### config.mk
export PLATFORM = sky130hd
export DESIGN_NAME = adc_fill_acq_ctrl
export DESIGN_NICKNAME = d
export VERILOG_FILES = /design/src/rtl/adc_fill_acq_ctrl_pkg.sv /design/src/rtl/adc_fill_acq_ctrl_burst_counter.sv /design/src/rtl/adc_fill_acq_ctrl.sv
export SDC_FILE = /design/constraint.sdc
export NUM_CORES = 1
export LEC_CHECK = 0
export ABC_AREA = 1
export CORE_MARGIN = 10
export CORE_UTILIZATION = 55
export DETAILED_ROUTE_END_ITERATION = 12
export PLACE_DENSITY = 0.95
export SYNTH_ARGS = -nofsm -noshare
export SYNTH_HDL_FRONTEND = slang
export SYNTH_SLANG_ARGS = --single-unit
### constraint.sdc
create_clock -name clk -period 3.8 [get_ports clk]
set_input_delay 1.14 -clock clk [delete_from_list [all_inputs] [get_ports clk]]
set_output_delay 1.14 -clock clk [all_outputs]
set_load 0.005 [all_outputs]
### src/rtl/adc_fill_acq_ctrl_pkg.sv
`default_nettype none
// ============================================================================
// Package     : adc_acq_pkg
// Description : Shared types and constants for the ADC fill acquisition
//               controller. Build macro ADC_BURST10_EN selects 10-sample
//               bursts; otherwise bursts are 8 samples long.
// Revision    : 1.0 - initial release
// ============================================================================
package adc_acq_pkg;

    localparam int BURST_CNT_W = 24;

`ifdef ADC_BURST10_EN
    localparam int BURST_LEN = 10;
`else
    localparam int BURST_LEN = 8;
`endif

    localparam int SAMPLE_W = $clog2(BURST_LEN);

    typedef enum logic [2:0] {
        ST_IDLE = 3'd0,
        ST_SIZE = 3'd1,
        ST_LOAD = 3'd2,
        ST_ACQ  = 3'd3,
        ST_DONE = 3'd4
    } acq_state_e;

    localparam logic [1:0] FILL_NONE  = 2'b00;
    localparam logic [1:0] FILL_MUON  = 2'b01;
    localparam logic [1:0] FILL_LASER = 2'b10;
    localparam logic [1:0] FILL_PED   = 2'b11;

endpackage : adc_acq_pkg
`default_nettype wire

### src/rtl/adc_fill_acq_ctrl_burst_counter.sv
`default_nettype none
// ============================================================================
// Module      : adc_burst_counter
// Description : Sample-within-burst and burst counters for one fill, with a
//               flag marking the final sample of the final burst.
// Revision    : 1.0 - initial release
// ============================================================================
module adc_burst_counter
    import adc_acq_pkg::*;
(
    input  logic                   clk,
    input  logic                   reset,
    input  logic                   clr,
    input  logic                   inc,
    input  logic [BURST_CNT_W-1:0] fill_len,
    output logic                   last
);

    localparam logic [SAMPLE_W-1:0] c_sample_max = SAMPLE_W'(BURST_LEN - 1);

    logic [SAMPLE_W-1:0]    r_sample;
    logic [BURST_CNT_W-1:0] r_burst;
    logic                   w_sample_wrap;

    assign w_sample_wrap = (r_sample == c_sample_max);

    always_ff @(posedge clk) begin
        if (reset || clr) begin
            r_sample <= '0;
            r_burst  <= '0;
        end else if (inc) begin
            if (w_sample_wrap) begin
                r_sample <= '0;
                r_burst  <= r_burst + BURST_CNT_W'(1);
            end else begin
                r_sample <= r_sample + SAMPLE_W'(1);
            end
        end
    end

    // Only meaningful while fill_len is non-zero; zero-length fills never count.
    assign last = w_sample_wrap && (r_burst == (fill_len - BURST_CNT_W'(1)));

endmodule : adc_burst_counter
`default_nettype wire

### src/rtl/adc_fill_acq_ctrl.sv
`default_nettype none
// ============================================================================
// Module      : adc_fill_acq_ctrl
// Description : Per-channel fill acquisition controller: sizes the fill via the
//               fill-size mux, streams bursts into the channel buffer, then
//               holds a done/ack handshake. ADC_BURST10_EN selects 10-sample
//               bursts (default 8).
// Revision    : 1.0 - initial release
// ============================================================================
module adc_fill_acq_ctrl
    import adc_acq_pkg::*;
#(
    parameter int DATA_W = 12,
    parameter int ADDR_W = 28
) (
    input  logic                   clk,
    input  logic                   reset,
    input  logic                   trigger,
    input  logic [1:0]             fill_type,
    output logic [1:0]             mux_fill_type,
    output logic                   mux_enable,
    input  logic [BURST_CNT_W-1:0] num_fill_bursts,
    input  logic                   adc_valid,
    input  logic [DATA_W-1:0]      adc_data,
    output logic                   wr_en,
    output logic [ADDR_W-1:0]      wr_addr,
    output logic [DATA_W-1:0]      wr_data,
    output logic                   busy,
    output logic                   fill_done,
    input  logic                   done_ack,
    output logic [BURST_CNT_W-1:0] fill_len,
    output logic [BURST_CNT_W-1:0] fill_num,
    output logic [15:0]            trig_overrun
);

    localparam logic [2:0] S_IDLE = ST_IDLE;
    localparam logic [2:0] S_SIZE = ST_SIZE;
    localparam logic [2:0] S_LOAD = ST_LOAD;
    localparam logic [2:0] S_ACQ  = ST_ACQ;
    localparam logic [2:0] S_DONE = ST_DONE;

    logic [2:0]             r_state;
    logic [2:0]             w_state_nxt;
    logic                   w_write;
    logic                   w_last;
    logic                   w_start;

    logic [1:0]             r_mux_fill_type;
    logic                   r_mux_enable;
    logic                   r_wr_en;
    logic [ADDR_W-1:0]      r_wr_addr;
    logic [ADDR_W-1:0]      r_next_addr;
    logic [DATA_W-1:0]      r_wr_data;
    logic                   r_busy;
    logic                   r_fill_done;
    logic [BURST_CNT_W-1:0] r_fill_len;
    logic [BURST_CNT_W-1:0] r_fill_num;
    logic [15:0]            r_trig_overrun;

    assign w_start = (r_state == S_IDLE) && trigger;
    assign w_write = (r_state == S_ACQ) && adc_valid;

    adc_burst_counter u_burst_counter (
        .clk      (clk),
        .reset    (reset),
        .clr      (r_state == S_IDLE),
        .inc      (w_write),
        .fill_len (r_fill_len),
        .last     (w_last)
    );

    always_comb begin
        w_state_nxt = r_state;
        case (r_state)
            S_IDLE: if (trigger) w_state_nxt = S_SIZE;
            S_SIZE: w_state_nxt = S_LOAD;
            S_LOAD: w_state_nxt = (num_fill_bursts == '0) ? S_DONE : S_ACQ;
            S_ACQ:  if (w_write && w_last) w_state_nxt = S_DONE;
            S_DONE: if (done_ack) w_state_nxt = S_IDLE;
            default: w_state_nxt = S_IDLE;
        endcase
    end

    always_ff @(posedge clk) begin
        if (reset) begin
            r_state         <= S_IDLE;
            r_mux_fill_type <= '0;
            r_mux_enable    <= 1'b0;
            r_wr_en         <= 1'b0;
            r_wr_addr       <= '0;
            r_next_addr     <= '0;
            r_wr_data       <= '0;
            r_busy          <= 1'b0;
            r_fill_done     <= 1'b0;
            r_fill_len      <= '0;
            r_fill_num      <= '0;
            r_trig_overrun  <= '0;
        end else begin
            r_state      <= w_state_nxt;
            r_busy       <= (w_state_nxt != S_IDLE);
            r_fill_done  <= (w_state_nxt == S_DONE);
            r_mux_enable <= w_start;
            r_wr_en      <= w_write;

            if (w_start) begin
                r_mux_fill_type <= fill_type;
            end

            if (r_state == S_LOAD) begin
                r_fill_len <= num_fill_bursts;
            end

            // Address restarts at zero every time the controller sits idle.
            if (w_write) begin
                r_wr_addr   <= r_next_addr;
                r_wr_data   <= adc_data;
                r_next_addr <= r_next_addr + ADDR_W'(1);
            end else if (r_state == S_IDLE) begin
                r_wr_addr   <= '0;
                r_next_addr <= '0;
            end

            if ((r_state == S_DONE) && done_ack) begin
                r_fill_num <= r_fill_num + BURST_CNT_W'(1);
            end

            if (trigger && (r_state != S_IDLE) && (r_trig_overrun != 16'hFFFF)) begin
                r_trig_overrun <= r_trig_overrun + 16'd1;
            end
        end
    end

    assign mux_fill_type = r_mux_fill_type;
    assign mux_enable    = r_mux_enable;
    assign wr_en         = r_wr_en;
    assign wr_addr       = r_wr_addr;
    assign wr_data       = r_wr_data;
    assign busy          = r_busy;
    assign fill_done     = r_fill_done;
    assign fill_len      = r_fill_len;
    assign fill_num      = r_fill_num;
    assign trig_overrun  = r_trig_overrun;

endmodule : adc_fill_acq_ctrl
`default_nettype wire

== Yosys cells after proc, flatten, opt, wreduce, memory -nomap -nowiden ==
Cells that the tools add are included.

* Register bits after elaboration: 168
* Bits of input ports: 43
* Output and inout bits: 110
* Logic and storage cells: 51

* $add $sub $neg: 6
* Equal/unequal tests: 8
* Muxes and demuxes: 9
* Reduce and logical (&&, ||, !) cells: 14

{| class="wikitable"
|+ Operators by type and width
! cell !! number
|-
| $mux 28 || 3
|-
| $add 24x1->24 const B || 2
|-
| $add 28x1->28 const B || 1
|-
| $eq 24x24->1 || 1
|-
| $logic_not 24->1 || 1
|-
| $sub 24x1->24 const B || 1
|-
| $add 16x1->16 const B || 1
|-
| $ne 16x16->1 const B || 1
|-
| $mux 3 || 5
|-
| $pmux 3 s5 || 1
|-
| $eq 3x3->1 const B || 3
|-
| $logic_and 1x1->1 || 7
|-
| $eq 3x2->1 const B || 2
|-
| $reduce_bool 3->1 || 2
|-
| $add 3x1->3 const B || 1
|-
| $eq 3x1->1 const B || 1
|-
| $logic_not 3->1 || 1
|-
| $reduce_and 2->1 || 1
|-
| $reduce_bool 2->1 || 1
|-
| $logic_or 1x1->1 || 1
|}

== Longest topological paths before layout ==
* Depth after elaboration: 7
* Mapped depth: 15

== Modules after synthesis ==
A second synthesis with hierarchy kept.

* Cell total of the unflattened synthesis: 1297
* Area total of the unflattened synthesis: 8608.3 µm²

{| class="wikitable"
|+ Modules (own cells, without submodules)
! module !! instances !! cells an instance !! area each (µm²) !! seq. area each (µm²)
|-
| adc_fill_acq_ctrl || 1 || 929 || 6339.8 || 2822.7
|-
| adc_burst_counter || 1 || 368 || 2268.4 || 540.5
|}

== Worst setup path before layout ==
Ideal clock, no wire load.

* Path kind: in2reg
* From: input port done_ack
* To: register r_fill_num[17], in the netlist fill_num[17]
* Library setup time: 0.116 ns
* Arrival time: 2.332 ns
* Data required time: 3.684 ns
* Setup slack: 1.352 ns
* Cell stages on the path: 11
* Buffers on the path: 0
* Cells stage by stage: nand4_4 -> inv_2 -> nand2_2 -> nor2_2 -> nand2_2 -> nor2_4 -> nand3_4 -> nor3b_4 -> nand2_1 -> o21ai_1 -> a21oi_1

* Cells in the longest elaborated chain, start to end: 1

{| class="wikitable"
|+ RTL lines
! what !! RTL line !! text
|-
| start: declaration || adc_fill_acq_ctrl.sv:30 || <nowiki>input logic done_ack,</nowiki>
|-
| $logic_and 1x1->1 || adc_fill_acq_ctrl.sv:123 || <nowiki>if ((r_state == S_DONE) && done_ack) begin</nowiki>
|-
| end signal: assignment || adc_fill_acq_ctrl.sv:124 || <nowiki>r_fill_num <= r_fill_num + BURST_CNT_W'(1);</nowiki>
|-
| end: declaration || adc_fill_acq_ctrl.sv:57 || <nowiki>logic [BURST_CNT_W-1:0] r_fill_num;</nowiki>
|}

Every way passes these cells.
A chain may end at the register's enable or synchronous reset.

== Final worst setup path ==
* From: input port adc_valid
* To: register r_busy, in the netlist busy

* Cells in the longest elaborated chain, start to end: 5

{| class="wikitable"
|+ RTL lines
! what !! RTL line !! text
|-
| start: declaration || adc_fill_acq_ctrl.sv:23 || <nowiki>input logic adc_valid,</nowiki>
|-
| $logic_and 1x1->1 || adc_fill_acq_ctrl.sv:61 || <nowiki>assign w_write = (r_state == S_ACQ) && adc_valid;</nowiki>
|-
| $logic_and 1x1->1 || adc_fill_acq_ctrl.sv:78 || <nowiki>S_ACQ: if (w_write && w_last) w_state_nxt = S_DONE;</nowiki>
|-
| $mux 3 || adc_fill_acq_ctrl.sv:78 ||
|-
| $pmux 3 s5 || adc_fill_acq_ctrl.sv:74 || <nowiki>case (r_state)</nowiki>
|-
| $reduce_bool 3->1 || adc_fill_acq_ctrl.sv:100 || <nowiki>r_busy <= (w_state_nxt != S_IDLE);</nowiki>
|-
| end signal: assignment || adc_fill_acq_ctrl.sv:100 ||
|-
| end: declaration || adc_fill_acq_ctrl.sv:54 || <nowiki>logic r_busy;</nowiki>
|}

Every way passes these cells.

==> results.md <==
- The flow ran to the end, and the final reports show no timing, DRC or antenna violations.
- The pin count of the biggest net entering global routing is 55.
- The flip-flop cell with the highest count after synthesis is dfxtp_1.
- The count of non-filler cells in the finished layout is 1498.
- The fraction of layout cells with a size suffix above 1 is 5.78%.
- The placed instances occupy a cell area of 9780 sq um.
- Post-CTS repair changed the size of 0 cells.
- The share of total power in sequential cells is a little over 40%.
- The tree is rooted in a clkbuf_16.
- The required time reported for the critical path endpoint is ~4 ns.
- Port buffering added approximately 150 buffers.
- In the routed layout, each cell is associated on average with a via count of ~5.7.
- Wires add up to between 20000 and 25000 microns.
- In this run, post-CTS hold repair placed 0 buffers.
- The flip-flop and latch count after synthesis is around 170.
- The clock tree skew after final layout is 0.0104 ns.
- Dividing the detail-routed wire length by the instance count gives 16.4 microns.
- The post-route minimum period is about 2.9 ns.
- STA classifies the critical path startpoint as an input pin.
- Combinational logic burns approximately 22% of the power.
- The initialized floorplan defines 44 standard-cell rows.
- The clock-pin slew reported for the worst setup and hold paths after clock tree synthesis is about 0.060 ns.
- Setup repair after global routing left no endpoint under its margin.
- The number of cells after detailed placement is ~1500.
- Measured along the y axis, the die boundary spans about 140 microns.
- The CTS tree is yes.
- Once the floorplan was initialized, standard cells occupied between 50% and 60% of the core.
- Yosys mapped a number of flops with a built-in enable equal to 0.
- The chip width is 141 microns.
- Yosys attributes the largest share of cell area to dfxtp_1 (42%), nand2_1 (11%), nor2_1 (6.8%).
- For this run, asynchronously set or reset flops after synthesis account for 0%.
- Headroom to the max-slew limit came out at a little over two fifths.
- For this design the ratio of total power to cell area is about 450 nW/um^2.
- Detailed placement finished with a half-perimeter wire length of between 15000 and 20000 microns.
- The highest-utilization routing layer at the global route stage is met2.
- The number of distinct library cell variants in the gate-level netlist after synthesis is 47.
- The portion of total power attributed to the clock network is a little under two fifths.
- The maximum fanout count along the critical path is 5.
- The leakage power of the design is about 3.8 nW.
- Setup violations remaining at the end of the flow were counted as 0.
- At the pin with the least slew margin, the transition time is about 0.85 ns.
- The global-route wire length before repair is 40200 microns.
- The growth of design area from synthesis to finish is 28.5%.
- The layout filler cell count is 1060.
- The proportion of synthesized chip area in sequential cells is around 42%.
- After detailed routing, the number of remaining DRC violations is 0.
- The path type of the worst setup path is input pin to register.
- The internal power of the cells is 3.25 mW.
- The maximum clock path buffer count is 2.
- The number of antenna repair diodes is 0.
- The cell area that synthesis handed to floorplanning was 8090 sq um.
- The final critical path takes up 77.3% of the cycle.
- The number of setup buffers added after CTS is 0.
- STA classifies the critical path endpoint as a register.
- The most repeated cell in the gate-level netlist after synthesis is nand2_1.
- In the global route stage, overall resource usage came out at between 20% and 30%.
- The core region is 14500 sq um.
- In the global route stage, met1 resource usage came out at approximately 28%.
- In the global route stage, met2 resource usage came out at between 30 and 40%.
- In the synthesized netlist, the cells that appear most often are nand2_1 (238), dfxtp_1 (168), nor2_1 (147), inv_1 (128), o21ai_0 (97).
- During synthesis, Yosys emitted a total of 0 warnings.
- The clock net sink count is around 170.
- Global routing consumed, on the met3 layer, between 6 and 7% of the routing resources.
- The number of detailed-routing iterations run before antenna repair is 6.
- The final-report hold violation count is 0.
- The number of primary I/O pins is ~150.
- The synthesized design devotes to its leading area cell type between 40% and 50% of total area.
- The number of buffers created by CTS is 17.
- The tool flagged a number of max-cap violations equal to 0.
- Once layout is complete, the utilization of the core stands at between 70% and 80%.
- The H-tree depth is 4.
- The net count of the mapped netlist is between 1000 and 1500.
- The via count is 8584.
- Summing all multi-input logic gate instances after layout gives between 4000 and 5000 sq um.
- Routability-driven placement finished with a final weighted congestion of between 0.9 and 1.
- The clock latency on the worst-skew pair is about 0.43 ns.
- The count of routing violations after the opening detailed-route iteration is ~1000.
- VDD sags by at most about 0.34 mV.
- The setup total negative slack is 0 ns.
- The area taken by flip-flops and latches is around 3400 sq um.
- The switching power summed over all nets is approximately 1.5 mW.
- Each instance of the synthesized netlist takes up on average roughly 7 sq um.
- The synthesized design spends more area on one cell type than any other, namely dfxtp_1.
- In this run the worst hold path is classified as register to register.
- The gate count of the mapped netlist is 1156.
- The endpoint arrival time on the critical path is between 3 and 4 ns.
- After global routing the overflow that remains totals 0.
- The initial antenna violation count is 0.
- The via count of the first global-routing pass is 8366.
- The net count reported at finish is 1351.
- The final max-slew violation count is 0.
- Net switching is a little under a third of the power.
- The die covers approximately 20000 sq um.
- The finished cells cover 10400 sq um.
- Derived from the worst setup path, the maximum achievable clock frequency is 340 MHz.
- On the final layout, the worst hold slack is 0.463 ns.
- In this run the remaining antenna-violating nets after routing total 0.
==> metal layers <==
layer  up-vias  share of wire [%]
met5         -                  0
met4         0                3.7
met1      3967                 39
li1       4116                  -
met2       416                 48
met3        85                9.1
==> power by group through the flow <==
stage	clock network (mW)	logic, mW	registers [mW]
final	1.80	1.02	1.90
after global routing	1.87	1.15	1.90
after CTS	1.81	1.00	1.90
after detailed placement	0	0.985	1.93
after global placement	0	0.964	1.93
after floorplan	0	0.649	1.91
==> final timing paths <==
path | slack [ns] | cells after the start | endpoint | from
max | 0.86 | 14 | busy$_SDFF_PP0_ | adc_valid
min | 0.46 | 2 | r_next_addr[27]$_SDFFE_PP0P_ | r_next_addr[27]$_SDFFE_PP0P_
max reg2reg | 1.36 | 15 | busy$_SDFF_PP0_ | fill_len[0]$_SDFFE_PP0N_
min reg2reg | 0.46 | 2 | r_next_addr[27]$_SDFFE_PP0P_ | r_next_addr[27]$_SDFFE_PP0P_
==> cell type report <==
class | count | share of cell area (%)
Multi-Input combinational cell | 821 | 39.5
Sequential cell | 168 | 32.4
Clock inverter | 13 | 1.61
Tap cell | 184 | 2.21
Timing Repair Buffer | 160 | 15.3
Inverter | 133 | 4.80
Clock buffer | 19 | 4.26
==> sequential cells by signal (all words and copies together), names as in the netlist, 2 cells and up <==
name and flops:
mux_fill_type 2, wr_addr 28, r_next_addr 28, trig_overrun 16
wr_data 12, fill_len 24, fill_num 24, r_state 3
u_burst_counter.r_sample 3, u_burst_counter.r_burst 24
==> layout by cell type, fill, tap and decap left out, types with 26 or more instances in the layout <==
cell	n
dfxtp_1	168
inv_1	127
nand4_1	26
nor3_1	28
o21ai_0	97
nor2_1	147
nand2_1	238
a21oi_1	89
clkdlybuf4s50_1	151
nand3_1	71
==> worst max-delay path, cell delays in order <==
cell and delay, ns:
clkdlybuf4s50_1 0.49, inv_1 0.06, nor3_2 0.33, nand2_1 0.23
nor2_1 0.18, nand3_1 0.10, nor2_1 0.09, nand3_1 0.08
nor2_1 0.12, nand4_1 0.13, nand2_1 0.12, nand3_1 0.08
nand2_1 0.06, nand2_1 0.05
==> stage by stage <==
| step | power (mW) | worst slack [ns] |
|---|---|---|
| 6_report | 4.72 | 0.861 |
| 5_1_grt | 4.92 | 0.650 |
| 4_1_cts | 4.70 | 0.876 |
| 3_5_place_dp | 2.92 | 0.551 |
| 3_3_place_gp | 2.90 | 0.604 |
| 2_1_floorplan | 2.56 | 1.35 |
==> kinds of logic (layout without fill, tap and decap cells) <==
logic type	after synthesis	in the layout	share of synthesized area [%]
simple gates	562	562	31.2
flops	168	168	41.6
compound gates	221	221	15.0
xor+xnor	31	31	3.36
buf+inv	167	325	7.76
fa+ha+maj	7	7	1.08
(Power assumes the default switching activity.)
